===== src/rtl/sc_collatzseq_pkg.sv =====
// sc_collatzseq_pkg: state set, uDATAPATH control encodings and error codes
// shared by the Collatz sequencer and its control-word decoder.
package sc_collatzseq_pkg;

    typedef enum logic [3:0] {
        S_IDLE,
        S_LOAD,
        S_CHK1,
        S_CHKPAR,
        S_SHLD,
        S_SHR,
        S_SHWB,
        S_ADD1,
        S_ADD2,
        S_INC,
        S_ERROR,
        S_DONE
    } state_e;

    localparam logic [2:0] DEC_NONE = 3'b000;
    localparam logic [2:0] DEC_R0   = 3'b001;
    localparam logic [2:0] DEC_R1   = 3'b010;

    localparam logic [2:0] MUX_R0      = 3'b000;
    localparam logic [2:0] MUX_R1      = 3'b001;
    localparam logic [2:0] MUX_INPUT   = 3'b100;
    localparam logic [2:0] MUX_ZERO    = 3'b101;
    localparam logic [2:0] MUX_SHIFTER = 3'b110;

    localparam logic [3:0] ALU_PASSA  = 4'b0000;
    localparam logic [3:0] ALU_ADD    = 4'b0001;
    localparam logic [3:0] ALU_INCA   = 4'b0010;
    localparam logic [3:0] ALU_DECA   = 4'b0011;
    localparam logic [3:0] ALU_ANDONE = 4'b0100;

    localparam logic [1:0] SH_HOLD = 2'b00;
    localparam logic [1:0] SH_SHR  = 2'b01;

    localparam logic [1:0] ERR_OK    = 2'b00;
    localparam logic [1:0] ERR_ZERO  = 2'b01;
    localparam logic [1:0] ERR_OVF   = 2'b10;
    localparam logic [1:0] ERR_LIMIT = 2'b11;

    typedef struct packed {
        logic [2:0] dec_clr;
        logic [2:0] dec_ld;
        logic [2:0] mux_a;
        logic [2:0] mux_b;
        logic [3:0] alu;
        logic       sh_clr_n;
        logic       sh_ld_n;
        logic [1:0] sh_sel;
    } ucode_t;

    localparam ucode_t UC_NOP = '{
        dec_clr:  DEC_NONE,
        dec_ld:   DEC_NONE,
        mux_a:    MUX_R0,
        mux_b:    MUX_R0,
        alu:      ALU_PASSA,
        sh_clr_n: 1'b1,
        sh_ld_n:  1'b1,
        sh_sel:   SH_HOLD
    };

endpackage


===== src/rtl/sc_collatzseq_ucode.sv =====
// sc_collatzseq_ucode: combinational state-to-control-word decoder
// for the uDATAPATH bus driven by the Collatz sequencer.
module sc_collatzseq_ucode
    import sc_collatzseq_pkg::*;
(
    input  state_e state_i,
    output ucode_t ucode_o
);

    always_comb begin
        ucode_o = UC_NOP;
        unique case (state_i)
            S_LOAD: begin
                ucode_o.mux_a  = MUX_INPUT;
                ucode_o.alu    = ALU_PASSA;
                ucode_o.dec_ld = DEC_R0;
            end
            S_CHK1: begin
                ucode_o.mux_a = MUX_R0;
                ucode_o.alu   = ALU_DECA;
            end
            S_CHKPAR: begin
                ucode_o.mux_a = MUX_R0;
                ucode_o.alu   = ALU_ANDONE;
            end
            S_SHLD: begin
                ucode_o.mux_a   = MUX_R0;
                ucode_o.alu     = ALU_PASSA;
                ucode_o.sh_ld_n = 1'b0;
            end
            S_SHR: begin
                ucode_o.sh_sel = SH_SHR;
            end
            S_SHWB: begin
                ucode_o.mux_a  = MUX_SHIFTER;
                ucode_o.alu    = ALU_PASSA;
                ucode_o.dec_ld = DEC_R0;
            end
            // 2n then 3n accumulate in R1 so R0 still holds n for ADD2
            S_ADD1: begin
                ucode_o.mux_a  = MUX_R0;
                ucode_o.mux_b  = MUX_R0;
                ucode_o.alu    = ALU_ADD;
                ucode_o.dec_ld = DEC_R1;
            end
            S_ADD2: begin
                ucode_o.mux_a  = MUX_R1;
                ucode_o.mux_b  = MUX_R0;
                ucode_o.alu    = ALU_ADD;
                ucode_o.dec_ld = DEC_R1;
            end
            S_INC: begin
                ucode_o.mux_a  = MUX_R1;
                ucode_o.alu    = ALU_INCA;
                ucode_o.dec_ld = DEC_R0;
            end
            default: begin
            end
        endcase
    end

endmodule


===== src/rtl/sc_collatzseq.sv =====
// sc_collatzseq: microcoded Collatz stopping-time sequencer for uDATAPATH.
// Define COLLATZ_STEPLIMIT_EN to abort with error 11 once MAX_STEPS is reached.
module sc_collatzseq
    import sc_collatzseq_pkg::*;
#(
    parameter int DATAWIDTH_DECODER_SELECTION    = 3,
    parameter int DATAWIDTH_MUX_SELECTION        = 3,
    parameter int DATAWIDTH_ALU_SELECTION        = 4,
    parameter int DATAWIDTH_REGSHIFTER_SELECTION = 2,
    parameter int MAX_STEPS                      = 200
) (
    input  logic                                      SC_COLLATZSEQ_CLOCK_50,
    input  logic                                      SC_COLLATZSEQ_RESET_InLow,
    input  logic                                      SC_COLLATZSEQ_start_InHigh,
    input  logic                                      SC_COLLATZSEQ_overflow_InLow,
    input  logic                                      SC_COLLATZSEQ_carry_InLow,
    input  logic                                      SC_COLLATZSEQ_negative_InLow,
    input  logic                                      SC_COLLATZSEQ_zero_InLow,
    output logic [DATAWIDTH_DECODER_SELECTION-1:0]    SC_COLLATZSEQ_decoderclearselection_OutBUS,
    output logic [DATAWIDTH_DECODER_SELECTION-1:0]    SC_COLLATZSEQ_decoderloadselection_OutBUS,
    output logic [DATAWIDTH_MUX_SELECTION-1:0]        SC_COLLATZSEQ_muxselectionBUSA_OutBUS,
    output logic [DATAWIDTH_MUX_SELECTION-1:0]        SC_COLLATZSEQ_muxselectionBUSB_OutBUS,
    output logic [DATAWIDTH_ALU_SELECTION-1:0]        SC_COLLATZSEQ_aluselection_OutBUS,
    output logic                                      SC_COLLATZSEQ_regSHIFTERclear_OutLow,
    output logic                                      SC_COLLATZSEQ_regSHIFTERload_OutLow,
    output logic [DATAWIDTH_REGSHIFTER_SELECTION-1:0] SC_COLLATZSEQ_regSHIFTERshiftselection_OutLow,
    output logic                                      SC_COLLATZSEQ_busy_OutHigh,
    output logic                                      SC_COLLATZSEQ_done_OutHigh,
    output logic [7:0]                                SC_COLLATZSEQ_stepcount_OutBUS,
    output logic [1:0]                                SC_COLLATZSEQ_error_OutBUS
);

    state_e     state_q, state_d;
    logic [7:0] step_q, step_d;
    logic [1:0] err_q, err_d;
    logic [7:0] step_inc;
    logic       zero, arith_fault;
    logic       unused_negative;
    ucode_t     uc;

`ifdef COLLATZ_STEPLIMIT_EN
    localparam logic [7:0] STEP_LIMIT = 8'(MAX_STEPS);
`else
    logic [7:0] unused_max_steps;
    assign unused_max_steps = 8'(MAX_STEPS);
`endif

    assign zero            = ~SC_COLLATZSEQ_zero_InLow;
    assign arith_fault     = ~SC_COLLATZSEQ_carry_InLow | ~SC_COLLATZSEQ_overflow_InLow;
    assign unused_negative = SC_COLLATZSEQ_negative_InLow;
    assign step_inc        = (step_q == 8'hFF) ? step_q : step_q + 8'd1;

    always_comb begin
        state_d = state_q;
        step_d  = step_q;
        err_d   = err_q;
        unique case (state_q)
            S_IDLE: begin
                if (SC_COLLATZSEQ_start_InHigh) begin
                    state_d = S_LOAD;
                    step_d  = '0;
                    err_d   = ERR_OK;
                end
            end
            S_LOAD: begin
                if (zero) begin
                    state_d = S_ERROR;
                    err_d   = ERR_ZERO;
                end else begin
                    state_d = S_CHK1;
                end
            end
            S_CHK1: begin
                if (zero) begin
                    state_d = S_DONE;
`ifdef COLLATZ_STEPLIMIT_EN
                end else if (step_q == STEP_LIMIT) begin
                    state_d = S_ERROR;
                    err_d   = ERR_LIMIT;
`endif
                end else begin
                    state_d = S_CHKPAR;
                end
            end
            S_CHKPAR: state_d = zero ? S_SHLD : S_ADD1;
            S_SHLD:   state_d = S_SHR;
            S_SHR:    state_d = S_SHWB;
            S_SHWB: begin
                state_d = S_CHK1;
                step_d  = step_inc;
            end
            S_ADD1, S_ADD2, S_INC: begin
                if (arith_fault) begin
                    state_d = S_ERROR;
                    err_d   = ERR_OVF;
                end else if (state_q == S_ADD1) begin
                    state_d = S_ADD2;
                end else if (state_q == S_ADD2) begin
                    state_d = S_INC;
                end else begin
                    state_d = S_CHK1;
                    step_d  = step_inc;
                end
            end
            S_ERROR, S_DONE: state_d = S_IDLE;
            default:         state_d = S_IDLE;
        endcase
    end

    always_ff @(posedge SC_COLLATZSEQ_CLOCK_50 or negedge SC_COLLATZSEQ_RESET_InLow) begin
        if (!SC_COLLATZSEQ_RESET_InLow) begin
            state_q <= S_IDLE;
            step_q  <= '0;
            err_q   <= ERR_OK;
        end else begin
            state_q <= state_d;
            step_q  <= step_d;
            err_q   <= err_d;
        end
    end

    sc_collatzseq_ucode u_ucode (
        .state_i (state_q),
        .ucode_o (uc)
    );

    assign SC_COLLATZSEQ_decoderclearselection_OutBUS    = DATAWIDTH_DECODER_SELECTION'(uc.dec_clr);
    assign SC_COLLATZSEQ_decoderloadselection_OutBUS     = DATAWIDTH_DECODER_SELECTION'(uc.dec_ld);
    assign SC_COLLATZSEQ_muxselectionBUSA_OutBUS         = DATAWIDTH_MUX_SELECTION'(uc.mux_a);
    assign SC_COLLATZSEQ_muxselectionBUSB_OutBUS         = DATAWIDTH_MUX_SELECTION'(uc.mux_b);
    assign SC_COLLATZSEQ_aluselection_OutBUS             = DATAWIDTH_ALU_SELECTION'(uc.alu);
    assign SC_COLLATZSEQ_regSHIFTERclear_OutLow          = uc.sh_clr_n;
    assign SC_COLLATZSEQ_regSHIFTERload_OutLow           = uc.sh_ld_n;
    assign SC_COLLATZSEQ_regSHIFTERshiftselection_OutLow = DATAWIDTH_REGSHIFTER_SELECTION'(uc.sh_sel);

    assign SC_COLLATZSEQ_busy_OutHigh     = (state_q != S_IDLE);
    assign SC_COLLATZSEQ_done_OutHigh     = (state_q == S_DONE) || (state_q == S_ERROR);
    assign SC_COLLATZSEQ_stepcount_OutBUS = step_q;
    assign SC_COLLATZSEQ_error_OutBUS     = err_q;

endmodule


===== config.mk =====
export PLATFORM = sky130hd
export DESIGN_NAME = sc_collatzseq
export DESIGN_NICKNAME = d
export VERILOG_FILES = /design/src/rtl/sc_collatzseq_pkg.sv /design/src/rtl/sc_collatzseq_ucode.sv /design/src/rtl/sc_collatzseq.sv
export SDC_FILE = /design/constraint.sdc
export NUM_CORES = 1
export LEC_CHECK = 0
export ABC_AREA = 1
export CAP_MARGIN = 20
export CORE_MARGIN = 10
export CORE_UTILIZATION = 45
export CTS_CLUSTER_SIZE = 12
export DETAILED_ROUTE_END_ITERATION = 7
export PLACE_DENSITY_LB_ADDON = 0.08
export SYNTH_ARGS = -nofsm -noshare
export SYNTH_HDL_FRONTEND = slang
export SYNTH_SLANG_ARGS = --single-unit
export TNS_END_PERCENT = 100

===== constraint.sdc =====
create_clock -name SC_COLLATZSEQ_CLOCK_50 -period 1.85 [get_ports SC_COLLATZSEQ_CLOCK_50]
set_clock_uncertainty 0.05 [all_clocks]
set_input_delay 0.185 -clock SC_COLLATZSEQ_CLOCK_50 [delete_from_list [all_inputs] [get_ports SC_COLLATZSEQ_CLOCK_50]]
set_output_delay 0.185 -clock SC_COLLATZSEQ_CLOCK_50 [all_outputs]
set_load 0.01 [all_outputs]

======== Word-level counts from Yosys, hierarchy flattened ========
Cells that the tools add are included.
storage, ports and cells
  bits in registers ....................... 14
  bits of input ports ..................... 7
  output and inout port bits .............. 32
  logic and storage cells ................. 59
cells by class
  $add $sub $neg .......................... 1
  eq/ne operators ......................... 18
  muxes and demuxes ....................... 23
  bitwise gates (word level) .............. 3
  reduce and logical (&&, ||, !) cells .... 11
operators with widths
  operator                                              number
  two-way mux 8 bit                                     5
  case mux 4 bit (8 select lines)                       1
  two-way mux 4 bit                                     6
  case mux 8 bit (3 select lines)                       1
  equality test 4 x 3 -> 1 bit (second input constant)  4
  equality test 4 bit (second input constant)           4
  inequality test 2 bit (second input constant)         6
  case mux 3 bit (4 select lines)                       1
  case mux 3 bit (3 select lines)                       1
  adder 8 x 1 -> 8 bit (second input constant)          1
  equality test 4 x 2 -> 1 bit (second input constant)  2
  equality test 8 bit (second input constant)           1
  two-way mux 2 bit                                     4
  case mux 2 bit (3 select lines)                       1
  nonzero test 3 bit                                    2
  OR reduction 3 bit                                    2
  AND reduction 5 bit                                   1
  equality test 4 x 1 -> 1 bit (second input constant)  1
  zero test 4 bit                                       1
  case mux 2 bit (2 select lines)                       1
  AND reduction 4 bit                                   1
  nonzero test 4 bit                                    1
  OR reduction 2 bit                                    2
  two-way mux 1 bit                                     2
  3 further kinds                                       4

======== Longest topological paths before layout ========
  word-level depth ........................ 6
  gate-level depth with buffers ........... 9
  gate-level depth less buffers ........... 9

======== Hierarchy ========
Synthesis repeated with hierarchy kept, for this count alone.
unflattened totals
  cell total of the unflattened synthesis .. 182
  area, all modules ....................... 1202.4 um^2
modules (own cells, without submodules)
  module               times used  cells an instance  area each (um^2)  sequential area each (um^2)
  sc_collatzseq        1           142                1006.0            350.3
  sc_collatzseq_ucode  1           40                 196.4             0.0

======== Worst setup path after synthesis ========
No wires, ideal clock.
  path kind ............................... reg2reg
  from .................................... register step_q[3] (netlist: SC_COLLATZSEQ_stepcount_OutBUS[3])
  to ...................................... register step_q[4] (netlist: SC_COLLATZSEQ_stepcount_OutBUS[4])
  setup time .............................. 0.065 ns
  arrival ................................. 1.258 ns
  required time ........................... 1.735 ns
  path slack .............................. 0.477 ns
  cell stages (with the launch flop) ...... 10
  buffers on the path ..................... 1
  clock period less this slack ............ 1.373 ns
  cell sequence ........................... dfrtp_1 > buf_2 > nand2_1 > nor2_1 > nand2_1 > nor2_2 > nand3_4 > nand3_4 > nand2_1 > nand2_1
between the ends
  longest elaborated chain between the ends .. 6
  elaborated cells between the ends (all ways) .. 7
  classes of those cells .................. add/sub (1); eq/ne (1); mux (5)
ends and longest elaborated chain
  item                                                         RTL line              RTL
  from (decl)                                                  sc_collatzseq.sv:34   logic [7:0] step_q, step_d;
  from (signal assigned)                                       sc_collatzseq.sv:117  step_q <= step_d;
  adder 8 x 1 -> 8 bit or equality test 8 bit (tied branches)  sc_collatzseq.sv:51   assign step_inc = (step_q == 8'hFF) ? step_q : step_q + 8'd1;
  two-way mux 8 bit (*)                                        sc_collatzseq.sv:51
  two-way mux 8 bit                                            sc_collatzseq.sv:98   end else if (state_q == S_ADD2) begin
  two-way mux 8 bit                                            sc_collatzseq.sv:96   end else if (state_q == S_ADD1) begin
  two-way mux 8 bit                                            sc_collatzseq.sv:93   if (arith_fault) begin
  case mux 8 bit (3 select lines) (*)                          sc_collatzseq.sv:57   unique case (state_q)
Every way passes the cells marked *; elsewhere a longest branch is shown, timed or not. The select of a mux whose other input is x is not followed.
A chain may end at the register's enable or synchronous reset.

======== Worst setup path after layout ========
  from .................................... register state_q[3]
  to ...................................... output port SC_COLLATZSEQ_muxselectionBUSA_OutBUS[2]
between the ends
  longest elaborated chain between the ends .. 3
  elaborated cells between the ends (all ways) .. 6
  classes of those cells .................. eq/ne (4); mux (1); reduce/logical (1)
ends and longest elaborated chain
  item                                 RTL line                   RTL
  from (decl)                          sc_collatzseq.sv:33        state_e state_q, state_d;
  from (signal assigned)               sc_collatzseq.sv:116       state_q <= state_d;
  equality test 4 bit                  sc_collatzseq_ucode.sv:12  unique case (state_i)
  OR reduction 2 bit (no source line)  --
  case mux 3 bit (3 select lines) (*)  sc_collatzseq_ucode.sv:12
  to (decl)                            sc_collatzseq.sv:21        output logic [DATAWIDTH_MUX_SELECTION-1:0] SC_COLLATZSEQ_muxselectionBUSA_OutBUS,
Every way passes the cells marked *; elsewhere a longest branch is shown, timed or not.

==> flow_summary_export.csv <==
group,metric,value,unit
placed_design,place_area,1410,um2
detailed_routing,drc_errors,0,
job,drv_cap,0,
detailed_routing,wire_per_inst,13.0,um
synthesis,synth_cells,168,
placed_design,port_buffers,27,
clock_tree,clock_sinks,14,
critical_path,crit_family,"flip-flops",
global_routing,grt-ovfl-total,0,
critical_path,critPathCapture,"SC_COLLATZSEQ_muxselectionBUSA_OutBUS[2]",
cells_and_area,diodes,0,
clock_tree,holdBufCountCts,0,
floorplanning,dieArea,4870,um2
cells_and_area,drive_gt1_share,21.1,%
cells_and_area,multi_input_area,652,um2
timing,period_share,95.0,%
synthesis,syn_avg_cell_area,6.64,um2
critical_path,crit_top_cell,"nand2_1",
global_routing,met3_usage,3.85,%
critical_path,crit_arrival,1520,ps
synthesis,synth_common_cells,"nand2_1, inv_1, nor2_1, nand3_1, dfrtp_1",
pwr,p_int,1.10,mW
critical_path,path_buf_inv,3,
timing,setup_viol,0,
pwr,pwr-share-seq,21.9,%
critical_path,critPathLaunch,"state_q[3]",
synthesis,ys_top_cells_by_area,"dfrtp_1, nand2_1, nand3_1",
critical_path,end_kind,"primary output",
global_routing,grt_pass1_vias,1133,
global_routing,grt_util_met1,16.4,%
critical_path,cp-start-kind,"flop",
cells_and_area,utilization,66.1,%
critical_path,worstPathCellList,"inv_2 > nand2_1 > nor2_2 > inv_1 > nand2_1 > dlygate4sd2_1",
synthesis,async_reset_ff_share,100,%
global_routing,grtUsageTotal,12.5,%
clock_tree,cts_buffers,3,
run_status,status,"finished, final reports clean",
detailed_routing,vias_per_cell,4.89,
detailed_routing,first_iter_violations,80,
pwr,power_frac_clock,10.7,%
floorplanning,boundaryPins,39,
critical_path,worstSetupPathType,"flop to primary output",
critical_path,crit_required,1620,ps
timing,fin_setup_tns,0,ps
synthesis,synth-edff-count,0,
synthesis,synth_top_area_share,31.4,%
floorplanning,start_util,49.0,%
clock_tree,cts_tree,"built",
placed_design,dp.final_hpwl,2.27,mm
global_routing,grt_max_degree,15,
synthesis,yosys_warnings,0,
timing,finalHoldViolCount,0,
min_path,hold_path.class,"input port to asynchronous set/reset pin",
pwr,powerDensity,1450,nW/um2
synthesis,yosys.area.top_type,"dfrtp_1",
synthesis,synth_area,1110,um2
cells_and_area,nFillCells,223,
clock_tree,cts_max_level,1,
pwr,combPwrFrac,67.4,%
cells_and_area,area.sequential,354,um2
synthesis,yosysMostFrequentCell,"nand2_1",
critical_path,r2r-start,"state_q[1]",
critical_path,r2r_cells,11,
pwr,p_sw,1.08,mW
detailed_routing,num_vias,1159,
critical_path,cp.depth,6,
pwr,p_sw_share,49.4,%
pwr,peakVddDrop,1.09,mV
timing,setup_ws,92.0,ps
placed_design,place_ws,22.2,ps
synthesis,synth_ff_type,"dfrtp_1",
timing,rsz0062_at_grt,"true",
global_routing,busiest_layer,"met2",
critical_path,cp_slowest_cell,"dfrtp_2",
synthesis,synth_cell_types,24,
timing,max_freq,569,MHz
floorplanning,num_rows,17,
clock_tree,path_clk_slew,100,ps
floorplanning,die_h,69.8,um
global_routing,antenna_found_initial,0,
clock_tree,worstSkewPairLatency,290,ps
pwr,p_leak,0.826,nW
timing,period_minus_slack,1760,ps
critical_path,reg2reg_to,"SC_COLLATZSEQ_stepcount_OutBUS[0]",
global_routing,grt_pass1_wl,5.30,mm
cells_and_area,design_area,1510,um2
critical_path,slowest_delay,460,ps
floorplanning,die_width,69.8,um
detailed_routing,ant_nets,0,
timing,slew_viol_final,0,
critical_path,cp_max_fo,4,
clock_tree,root_buffer,"clkbuf_4",
critical_path,r2r_slack,130,ps
placed_design,place_congestion,0.848,
global_routing,gr-usage-met2,18.7,%
synthesis,synth-seq-cells,14,
cells_and_area,nets,218,
detailed_routing,wl,3.07,mm
detailed_routing,first_pass_iters,4,
floorplanning,core_area,2280,um2
cells_and_area,area_delta_synth_final,35.0,%
synthesis,yosysSeqAreaShare,31.4,%
clock_tree,ctsLongestPathBuffers,2,
layer usage:
layer / wire, um / part of all wire (%)
met1: 1360 / 44
met2: 1430 / 47
met3: 274 / 8.9
met4: 10 / 0.33
met5: 0 / 0
cell families (layout without fill, tap and decap cells):
kind of cell	Yosys count	in the layout	synth area share [%]
flip-flops	14	14	31.4
other	2	10	0.674
buffers and inverters	33	66	14.6
adder cells (fa/ha/maj)	1	1	1.12
XOR/XNOR	3	3	2.36
AND/OR/NAND/NOR	103	103	43.9
AO/OA/AOI/OAI	12	12	5.95
worst register-to-register path, cell delays in order, from the launching register on:
cell     delay (ps)
dfrtp_2         430
buf_4           150
nand2_1          70
inv_1            70
nand2_4          70
buf_4           130
nand2_1         100
nand2_2         100
nand2_1          90
nor2_4          220
nand3_1         100
nand2_1          80
sequential cells by signal, summed over array words and instances, names as in the netlist:
name / count
SC_COLLATZSEQ_stepcount_OutBUS: 8
state_q: 4
SC_COLLATZSEQ_error_OutBUS: 2
stage by stage:
| stage | hold slack [ps] | total power, mW | cells |
|---|---|---|---|
| after floorplan | -161 | 1.33 | 176 |
| after global placement | 408 | 1.86 | 225 |
| after CTS | 152 | 2.16 | 236 |
| final | 144 | 2.18 | 237 |
| after detailed placement | 416 | 1.87 | 225 |
| after global routing | 171 | 2.39 | 237 |
how the worst min path moves through the flow:
stage / cells past startpoint / to / from
after floorplan: 0 / SC_COLLATZSEQ_error_OutBUS[0] / SC_COLLATZSEQ_RESET_InLow
after global placement: 2 / SC_COLLATZSEQ_error_OutBUS[1] / SC_COLLATZSEQ_error_OutBUS[1]
after detailed placement: 2 / SC_COLLATZSEQ_error_OutBUS[1] / SC_COLLATZSEQ_error_OutBUS[1]
after CTS: 2 / state_q[2] / SC_COLLATZSEQ_RESET_InLow
after global routing: 2 / SC_COLLATZSEQ_stepcount_OutBUS[4] / SC_COLLATZSEQ_RESET_InLow
final: 2 / state_q[2] / SC_COLLATZSEQ_RESET_InLow
layout make-up:
class,instances,area share (%)
clock buffers,4,2.41
inverters,22,5.49
multi-input cells,129,43.3
flip-flops and latches,14,23.5
well taps,28,2.33
repair buffers,40,22.9
what timing repair did:
action | in CTS | in global routing
resized for setup | 19 | 8
buffers inserted | 7 | 1
pin swaps | 1 | 2
hold endpoints to repair | 0 | 0
endpoints found under the setup margin | 12 | 3
layout by cell type (no fill, tap or decap):
cell type / synthesis / layout
nand2_4: 1 / 1
o22ai_1: 1 / 1
nor2_1: 19 / 16
nand4_1: 3 / 3
nor2_2: 4 / 6
nand3_2: 1 / 2
nand3_4: 2 / 2
nor2_4: 2 / 3
conb_1: 2 / 10
clkbuf_2: 0 / 2
dlygate4sd2_1: 0 / 10
a21oi_1: 4 / 4
nor3_1: 1 / 1
clkbuf_4: 0 / 3
ha_1: 1 / 1
dfrtp_2: 0 / 3
inv_2: 3 / 4
buf_4: 10 / 13
o211ai_1: 1 / 1
clkdlybuf4s50_1: 0 / 15
clkbuf_8: 0 / 1
dfrtp_1: 14 / 11
inv_1: 19 / 18
o21bai_1: 1 / 1
nand2_2: 3 / 4
xor2_1: 3 / 3
o21ai_0: 5 / 5
nand3_1: 16 / 15
nand2_1: 51 / 50
power by group through the flow:
stage | sequential, mW | combinational [mW] | clock (mW)
3_3_place_gp | 0.497 | 1.36 | 0
5_1_grt | 0.487 | 1.65 | 0.252
6_report | 0.478 | 1.47 | 0.233
2_1_floorplan | 0.494 | 0.834 | 0
4_1_cts | 0.477 | 1.44 | 0.241
3_5_place_dp | 0.499 | 1.37 | 0
No activity file was read; power rests on OpenSTA's default activity.
